File: config.mk
export PLATFORM = sky130hd
export DESIGN_NAME = scr1_dbgc_hart_cmd_seq
export DESIGN_NICKNAME = d
export VERILOG_FILES = /design/src/rtl/scr1_dbgc_hart_cmd_seq.sv
export SDC_FILE = /design/constraint.sdc
export NUM_CORES = 1
export LEC_CHECK = 0
export ABC_CLOCK_PERIOD_IN_PS = 2950
export BUFFER_PORTS_ARGS = -buffer_cell sky130_fd_sc_hd__buf_2
export CAP_MARGIN = 20
export CELL_PAD_IN_SITES_DETAIL_PLACEMENT = 0
export CELL_PAD_IN_SITES_GLOBAL_PLACEMENT = 1
export CORE_MARGIN = 3
export CORE_UTILIZATION = 39
export DETAILED_ROUTE_END_ITERATION = 10
export PLACE_DENSITY = 0.78
export SYNTH_ARGS = -nofsm -noshare
export SYNTH_HDL_FRONTEND = slang
export SYNTH_SLANG_ARGS = --single-unit
File: constraint.sdc
create_clock -name clk -period 2.95 [get_ports clk]
set_clock_uncertainty 0.2 [all_clocks]
set_input_delay 0.59 -clock clk [delete_from_list [all_inputs] [get_ports clk]]
set_output_delay 0.59 -clock clk [all_outputs]
set_load 0.005 [all_outputs]
File: src/rtl/scr1_dbgc_hart_cmd_seq.sv
// Debug-controller hart command sequencer: turns HALT/RESUME/EXEC operations into the
// hart command req/ack/nack handshake and returns one status word per operation.
module scr1_dbgc_hart_cmd_seq #(
  parameter int CMD_TIMEOUT = 256,
  parameter int INSTR_WIDTH = 32
) (
  input  logic                   clk,
  input  logic                   rst_n,
  input  logic                   req_valid,
  output logic                   req_ready,
  input  logic [1:0]             req_op,
  input  logic                   req_sstep,
  input  logic [INSTR_WIDTH-1:0] req_instr,
  output logic                   rsp_valid,
  output logic [1:0]             rsp_status,
  output logic                   hart_cmd,
  output logic                   hart_cmd_req,
  input  logic                   hart_cmd_ack,
  input  logic                   hart_cmd_nack,
  input  logic                   hart_halted,
  input  logic                   hart_except,
  output logic                   hart_fetch_dbgc,
  output logic                   hart_sstep_en,
  output logic [INSTR_WIDTH-1:0] hart_instr
);

  localparam int CNT_W = (CMD_TIMEOUT > 2) ? $clog2(CMD_TIMEOUT) : 1;
  localparam logic [CNT_W-1:0] CNT_INIT = CNT_W'(CMD_TIMEOUT - 1);

  localparam logic [1:0] OP_HALT   = 2'b00;
  localparam logic [1:0] OP_RESUME = 2'b01;
  localparam logic [1:0] OP_EXEC   = 2'b10;

  localparam logic [1:0] ST_OK      = 2'b00;
  localparam logic [1:0] ST_NACK    = 2'b01;
  localparam logic [1:0] ST_TIMEOUT = 2'b10;
  localparam logic [1:0] ST_EXC     = 2'b11;

  typedef enum logic [2:0] {
    IDLE,
    CMD,
    WAIT_RUN,
    WAIT_HALT,
    RSP
  } state_t;

  state_t                 state, state_nx;
  logic [CNT_W-1:0]       cnt, cnt_nx;
  logic                   exec_op, exec_op_nx;
  logic                   abort, abort_nx;
  logic [1:0]             status_nx;
  logic                   rsp_valid_nx;
  logic                   hart_cmd_nx;
  logic                   cmd_req_nx;
  logic                   fetch_nx;
  logic                   sstep_nx;
  logic [INSTR_WIDTH-1:0] instr_nx;

  assign req_ready = (state == IDLE);

  always_ff @(posedge clk or negedge rst_n) begin
    if (!rst_n) begin
      state           <= IDLE;
      cnt             <= '0;
      exec_op         <= 1'b0;
      abort           <= 1'b0;
      rsp_status      <= '0;
      rsp_valid       <= 1'b0;
      hart_cmd        <= 1'b0;
      hart_cmd_req    <= 1'b0;
      hart_fetch_dbgc <= 1'b0;
      hart_sstep_en   <= 1'b0;
      hart_instr      <= '0;
    end else begin
      state           <= state_nx;
      cnt             <= cnt_nx;
      exec_op         <= exec_op_nx;
      abort           <= abort_nx;
      rsp_status      <= status_nx;
      rsp_valid       <= rsp_valid_nx;
      hart_cmd        <= hart_cmd_nx;
      hart_cmd_req    <= cmd_req_nx;
      hart_fetch_dbgc <= fetch_nx;
      hart_sstep_en   <= sstep_nx;
      hart_instr      <= instr_nx;
    end
  end

  always_comb begin
    state_nx     = state;
    cnt_nx       = cnt;
    exec_op_nx   = exec_op;
    abort_nx     = abort;
    status_nx    = rsp_status;
    rsp_valid_nx = 1'b0;
    hart_cmd_nx  = hart_cmd;
    cmd_req_nx   = hart_cmd_req;
    fetch_nx     = hart_fetch_dbgc;
    sstep_nx     = hart_sstep_en;
    instr_nx     = hart_instr;

    unique case (state)
      IDLE: begin
        if (req_valid) begin
          exec_op_nx = 1'b0;
          case (req_op)
            OP_HALT: begin
              hart_cmd_nx = 1'b1;
              cmd_req_nx  = 1'b1;
              cnt_nx      = CNT_INIT;
              state_nx    = CMD;
            end
            OP_RESUME: begin
              hart_cmd_nx = 1'b0;
              sstep_nx    = req_sstep;
              fetch_nx    = 1'b0;
              cmd_req_nx  = 1'b1;
              cnt_nx      = CNT_INIT;
              state_nx    = CMD;
            end
            OP_EXEC: begin
              if (hart_halted) begin
                instr_nx    = req_instr;
                fetch_nx    = 1'b1;
                sstep_nx    = 1'b1;
                hart_cmd_nx = 1'b0;
                exec_op_nx  = 1'b1;
                cmd_req_nx  = 1'b1;
                cnt_nx      = CNT_INIT;
                state_nx    = CMD;
              end else begin
                status_nx    = ST_NACK;
                rsp_valid_nx = 1'b1;
                state_nx     = RSP;
              end
            end
            default: begin
              status_nx    = ST_NACK;
              rsp_valid_nx = 1'b1;
              state_nx     = RSP;
            end
          endcase
        end
      end

      CMD: begin
        if (hart_cmd_ack || hart_cmd_nack || (cnt == '0)) begin
          cmd_req_nx = 1'b0;
          // An aborted EXEC, a forced halt (ack+nack) or silence all end as TIMEOUT
          if (abort || (hart_cmd_ack == hart_cmd_nack)) begin
            status_nx    = ST_TIMEOUT;
            rsp_valid_nx = 1'b1;
            state_nx     = RSP;
          end else if (hart_cmd_nack) begin
            status_nx    = ST_NACK;
            rsp_valid_nx = 1'b1;
            state_nx     = RSP;
          end else if (exec_op) begin
            cnt_nx   = CNT_INIT;
            state_nx = WAIT_RUN;
          end else begin
            status_nx    = ST_OK;
            rsp_valid_nx = 1'b1;
            state_nx     = RSP;
          end
        end else begin
          cnt_nx = cnt - CNT_W'(1);
        end
      end

      WAIT_RUN: begin
        if (!hart_halted) begin
          cnt_nx   = (cnt == '0) ? cnt : cnt - CNT_W'(1);
          state_nx = WAIT_HALT;
        end else if (cnt == '0) begin
          abort_nx    = 1'b1;
          hart_cmd_nx = 1'b1;
          cmd_req_nx  = 1'b1;
          cnt_nx      = CNT_INIT;
          state_nx    = CMD;
        end else begin
          cnt_nx = cnt - CNT_W'(1);
        end
      end

      WAIT_HALT: begin
        // The budget carries over from WAIT_RUN so it bounds the whole re-halt wait
        if (hart_halted) begin
          status_nx    = hart_except ? ST_EXC : ST_OK;
          rsp_valid_nx = 1'b1;
          state_nx     = RSP;
        end else if (cnt == '0) begin
          abort_nx    = 1'b1;
          hart_cmd_nx = 1'b1;
          cmd_req_nx  = 1'b1;
          cnt_nx      = CNT_INIT;
          state_nx    = CMD;
        end else begin
          cnt_nx = cnt - CNT_W'(1);
        end
      end

      RSP: begin
        fetch_nx = 1'b0;
        sstep_nx = 1'b0;
        abort_nx = 1'b0;
        state_nx = IDLE;
      end

      default: state_nx = IDLE;
    endcase
  end

endmodule

# Yosys cells after proc, flatten, opt, wreduce, memory -nomap -nowiden
# Cells that the tools add are included.
[totals]
ff_bits = 52
latchBits = 0
ram_bits = 0
mem_bits_ro = 0
input_bits = 42
elab_cells = 124
n_memories = 0
[op_classes]
add_sub_neg = 1
n_mul = 0
n_div = 0
magnitude_cmp = 0
n_eq_ne = 23
shifts = 0
n_mux = 68
n_bitwise = 0
n_reduce_logical = 21
[op_table]
columns = ["op", "n"]
rows = [
  ["$mux 8", 10],
  ["$pmux 8 s4", 1],
  ["$mux 3", 9],
  ["$mux 1", 24],
  ["$ne 3x3->1 const B", 6],
  ["$mux 2", 8],
  ["$pmux 8 s2", 1],
  ["$reduce_and 7->1", 2],
  ["$ne 2x2->1 const B", 6],
  ["$pmux 1 s2", 6],
  ["$pmux 1 s3", 4],
  ["$pmux 3 s4", 1],
  ["$reduce_and 9->1", 1],
  ["$reduce_bool 3->1", 3],
  ["$logic_not 8->1", 1],
  ["$reduce_and 4->1", 2],
  ["$sub 8x1->8 const B", 1],
  ["$eq 3x2->1 const B", 2],
  ["$pmux 2 s3", 1],
  ["$pmux 3 s2", 1],
  ["$reduce_and 6->1", 1],
  ["$ne 4x1->1 const B", 1],
  ["$ne 4x4->1 const B", 1],
  ["$pmux 1 s4", 1],
  ["16 further kinds", 19],
]

# Logic depth before layout (Yosys ltp)
[depth]
ltp_word = 5
mapped_depth = 8

# Worst setup path after synthesis
# No wires, ideal clock.
[synth_timing]
kind = "register to register"
start = "register cnt[0]"
end = "register rsp_status[0]"
setup_time_ps = 125
arrival_ps = 2360
required_ps = 2625
setup_slack_ps = 265
stages_incl_launch_ff = 9
period_less_slack_ps = 2685
path_cell_list = "dfrtp_1 > inv_1 > ha_1 > or3b_2 > or2_1 > buf_6 > a311o_1 > or2_1 > mux2_4"
[synth_via]
elab_chain_len = 4
[synth_lines]
columns = ["item", "line", "source"]
rows = [
  ["start: declaration", "48", "logic [CNT_W-1:0] cnt, cnt_nx;"],
  ["start signal: assignment", "76", "cnt <= cnt_nx;"],
  ["$logic_not 8->1", "147", "if (hart_cmd_ack || hart_cmd_nack || (cnt == '0)) begin"],
  ["$logic_or 1x1->1", "147", ""],
  ["$ne 2x2->1 (no line)", "n/a", ""],
  ["$reduce_and 7->1 (no line)", "n/a", ""],
  ["end signal: assignment", "79", "rsp_status <= status_nx;"],
  ["end: declaration", "15", "output logic [1:0] rsp_status,"],
]
# No other way between the ends.
# A chain may end at the register's enable or synchronous reset.

# Worst setup path after layout
# Ends and elaborated chain as after synthesis.

==> summary.md <==
| Metric | Value |
|---|---|
| Async set-reset flop share out of synthesis | `1.00` |
| Total power consumption of the routed design | `approximately 2000 uW` |
| Worst hold-check path type | `flop to flop` |
| Clk Tree Root Cell | `sky130_fd_sc_hd__clkbuf_8` |
| Sum of met3 wire segment lengths after detailed routing | `roughly 560 um` |
| Hold-fix buffers at CTS | `1` |
| Post-synthesis instance total | `229` |
| Post-synthesis instance area | `2560 um2` |
| Distinct cells, synth | `42` |
| Final max-slew violation count | `0` |
| Crit Path Category | `flop to flop` |
| CTS sink count | `52` |
| Clock transition time at the flip-flop clock pins of the worst setup and hold paths | `roughly 0.10 ns` |
| CP Data Arrival Time | `roughly 2.7 ns` |
| Maximum number of buffers from clock root to sink | `2` |
| Die Span Y | `around 87 um` |
| Port Buffer Count | `between 80 and 90` |
| TritonCTS buffer count | `5` |
| Worst voltage drop across the vdd grid | `~0.00042 V` |
| End-of-flow core utilization | `0.520` |
| Critical Path Fanout Max | `5` |
| Worst-margin pin slew | `around 0.6 ns` |
| Overall global routing resource usage | `0.170` |
| Filler cell count in the final layout | `about 540` |
| RSZ-0062 raised after global routing | `no` |
| Maximum frequency from static timing analysis | `365 MHz` |
| Total half-perimeter wirelength after legalization and detailed placement | `roughly 4600 um` |
| Met1 Wirelength | `around 2700 um` |
| Number of placement rows | `28` |
| Post-CTS setup buffer count | `0` |
| Congestion Overflow GR | `0` |
| Number of antenna cells inserted | `0` |
| Share of the clock period used by the worst path | `0.929` |
| Count of antenna-violating nets left after detailed routing | `0` |
| Final routed wire length divided by cell count | `between 15 and 20 um` |
| Largest net degree at the start of global routing | `34` |
| Clock tree from TritonCTS | `yes` |
| Final-stage net count | `around 360` |
| First-pass iteration count of the detailed router | `4` |
| Fraction of final layout cells sized beyond drive strength 1 | `0.440` |
| Post-layout min period | `2.74 ns` |
| Antenna violations before repair | `0` |
| Total detailed-routing wirelength | `slightly above 6000 um` |
| Synth Register Bits | `52` |
| Horizontal die dimension | `around 87 um` |
| Syn nets | `about 280` |
| Vias in the first global route | `approximately 2100` |
| Placer congestion estimate | `between 0.7 and 0.8` |
| Post-Syn Area per Cell | `approximately 11 um2` |
| Power density normalized to cell area | `around 630 nW/um2` |
| Met2 WL | `about 2800 um` |
| Critical path required time | `2.95 ns` |
| Worst setup EP type | `flop` |
| Initial Utilization | `0.418` |
| Highest signal layer in the routed design | `met4` |
| H-tree level count | `2` |
| Warning count from the yosys run | `0` |
| Setup total negative slack | `0 ns` |
| Drt first-iter violations | `between 150 and 200` |
| Count of cells resized by post-cts repair | `0` |
| Vias per Instance | `5.34` |
| Global-route wire length before repair | `between 10000 and 15000 um` |
| Detailed-route DRC error count | `0` |
| Layout area overhead | `24.3%` |
| Final-report setup violation count | `0` |
| Main flop type after synthesis | `sky130_fd_sc_hd__dfrtp_1` |
| Final number of hold-violating endpoints | `0` |
| Leakage power | `between 0.001 and 0.0015 uW` |
| Source-to-sink clock delay at the later pin of the worst-skew pair | `between 0.3 and 0.4 ns` |
| Total number of vias | `2088` |
| Count of max-cap constraint violations | `0` |
| Worst setup SP type | `flop` |
| Total die area | `between 7000 and 8000 um2` |
| Ports | `a little over 80` |
| Status | `finished clean` |
| Sequential area share after synthesis | `0.508` |
| Number of synthesized flops with an enable pin | `0` |
| Slew margin rel. | `0.591` |
| Area inside the core boundary | `approximately 6000 um2` |
## cell type report
| cell class | count | area, um2 | share of cell area |
|---|---|---|---|
| multi-input cells | 155 | 1170 | 0.366 |
| well taps | 75 | 93.8 | 0.0294 |
| repair buffers | 90 | 488 | 0.153 |
| flip-flops and latches | 52 | 1300 | 0.408 |
| inverters | 11 | 41.3 | 0.0130 |
| clock inverters | 3 | 26.3 | 0.00824 |
| clock buffers | 5 | 68.8 | 0.0216 |
## worst max-delay path, cell delays in order (launching register included)
cell,delay [ns]
sky130_fd_sc_hd__dfrtp_1,0.44
sky130_fd_sc_hd__inv_1,0.10
sky130_fd_sc_hd__ha_1,0.14
sky130_fd_sc_hd__or3b_2,0.50
sky130_fd_sc_hd__or2_1,0.25
sky130_fd_sc_hd__a311o_1,0.42
sky130_fd_sc_hd__or2_1,0.28
sky130_fd_sc_hd__mux2_4,0.31
## report_power, final
| part | total (uW) | internal (uW) | switching (uW) |
|---|---|---|---|
| registers | 1010 | 903 | 108 |
| clock network | 432 | 173 | 259 |
| logic | 559 | 321 | 238 |
## state kept, by name (all words and copies together), names as in the netlist
| signal | count |
|---|---|
| hart_instr | 32 |
| rsp_status | 2 |
| hart_fetch_dbgc | 1 |
| hart_cmd | 1 |
| rsp_valid | 1 |
| abort | 1 |
| cnt | 8 |
| exec_op | 1 |
| state | 3 |
| hart_sstep_en | 1 |
| hart_cmd_req | 1 |
## synthesized netlist by cell type, types with 3 or more instances
| library cell | count | area (um2) |
|---|---|---|
| sky130_fd_sc_hd__a21oi_1 | 12 | 60.1 |
| sky130_fd_sc_hd__nand3_1 | 5 | 25.0 |
| sky130_fd_sc_hd__clkbuf_1 | 9 | 33.8 |
| sky130_fd_sc_hd__dfrtp_1 | 52 | 1300 |
| sky130_fd_sc_hd__mux2_2 | 33 | 372 |
| sky130_fd_sc_hd__o21ai_0 | 8 | 40.0 |
| sky130_fd_sc_hd__inv_1 | 11 | 41.3 |
| sky130_fd_sc_hd__nor2_1 | 13 | 48.8 |
| sky130_fd_sc_hd__nor3_1 | 8 | 40.0 |
| sky130_fd_sc_hd__a31oi_1 | 5 | 31.3 |
| sky130_fd_sc_hd__nand2b_1 | 6 | 37.5 |
| sky130_fd_sc_hd__ha_1 | 7 | 87.6 |
| sky130_fd_sc_hd__or3_1 | 4 | 25.0 |
| sky130_fd_sc_hd__a211o_1 | 3 | 26.3 |
| sky130_fd_sc_hd__o22ai_1 | 3 | 18.8 |
| sky130_fd_sc_hd__nand2_1 | 14 | 52.6 |
| sky130_fd_sc_hd__o221a_2 | 5 | 56.3 |
## cells in the final DEF (no fill, tap or decap), types with 2 or more instances in the layout
master                       count
sky130_fd_sc_hd__a211o_1         3
sky130_fd_sc_hd__a21oi_1        12
sky130_fd_sc_hd__a221oi_1        2
sky130_fd_sc_hd__a31oi_1         5
sky130_fd_sc_hd__buf_2          81
sky130_fd_sc_hd__buf_4           7
sky130_fd_sc_hd__clkbuf_8        5
sky130_fd_sc_hd__clkinvlp_4      2
sky130_fd_sc_hd__dfrtp_1        52
sky130_fd_sc_hd__ha_1            7
sky130_fd_sc_hd__inv_1          11
sky130_fd_sc_hd__mux2_2         33
sky130_fd_sc_hd__nand2_1        14
sky130_fd_sc_hd__nand2b_1        6
sky130_fd_sc_hd__nand3_1         5
sky130_fd_sc_hd__nand3b_1        2
sky130_fd_sc_hd__nor2_1         12
sky130_fd_sc_hd__nor2b_1         2
sky130_fd_sc_hd__nor3_1          8
sky130_fd_sc_hd__nor4_1          2
sky130_fd_sc_hd__o21ai_0         8
sky130_fd_sc_hd__o221a_2         5
sky130_fd_sc_hd__o22ai_1         3
sky130_fd_sc_hd__or2_1           2
sky130_fd_sc_hd__or3_1           4
## kinds of logic after synthesis
kind of cell,after synthesis,share of synthesized area
compound gates,47,0.128
buf+inv,22,0.0381
simple gates,66,0.138
mux,34,0.151
flops,52,0.508
fa+ha+maj,8,0.0381
## metal layers
metal | vias up | GRT usage
li1 | 1012 | -
met3 | 5 | 0.0568
met5 | - | 0
met4 | 0 | 0.0411
met1 | 987 | 0.243
met2 | 84 | 0.248
## worst paths after layout
check | startpoint | to | slack, ns | cells past startpoint
max in group asynchronous | rst_n | hart_instr[27]$_DFFE_PN0P_ | 1.44 | 3
min | exec_op$_DFFE_PN0P_ | exec_op$_DFFE_PN0P_ | 0.29 | 1
min reg2reg | exec_op$_DFFE_PN0P_ | exec_op$_DFFE_PN0P_ | 0.29 | 1
min in group asynchronous | rst_n | hart_cmd$_DFFE_PN0P_ | 0.50 | 2
max reg2reg | cnt[0]$_DFFE_PN0P_ | rsp_status[0]$_DFFE_PN0P_ | 0.21 | 7
max | cnt[0]$_DFFE_PN0P_ | rsp_status[0]$_DFFE_PN0P_ | 0.21 | 7
## metrics by stage
stage | instances | hold slack [ns] | worst slack (ns) | cell area, um2
final | 391 | 0.293 | 0.210 | 3190
after CTS | 391 | 0.288 | 0.204 | 3190
after detailed placement | 382 | 0.260 | 0.145 | 3080
after floorplan | 229 | 0.0944 | 0.265 | 2560
after global routing | 391 | 0.285 | 0.130 | 3190
after global placement | 382 | 0.257 | 0.231 | 3080
Power figures use the tool's default switching activity.
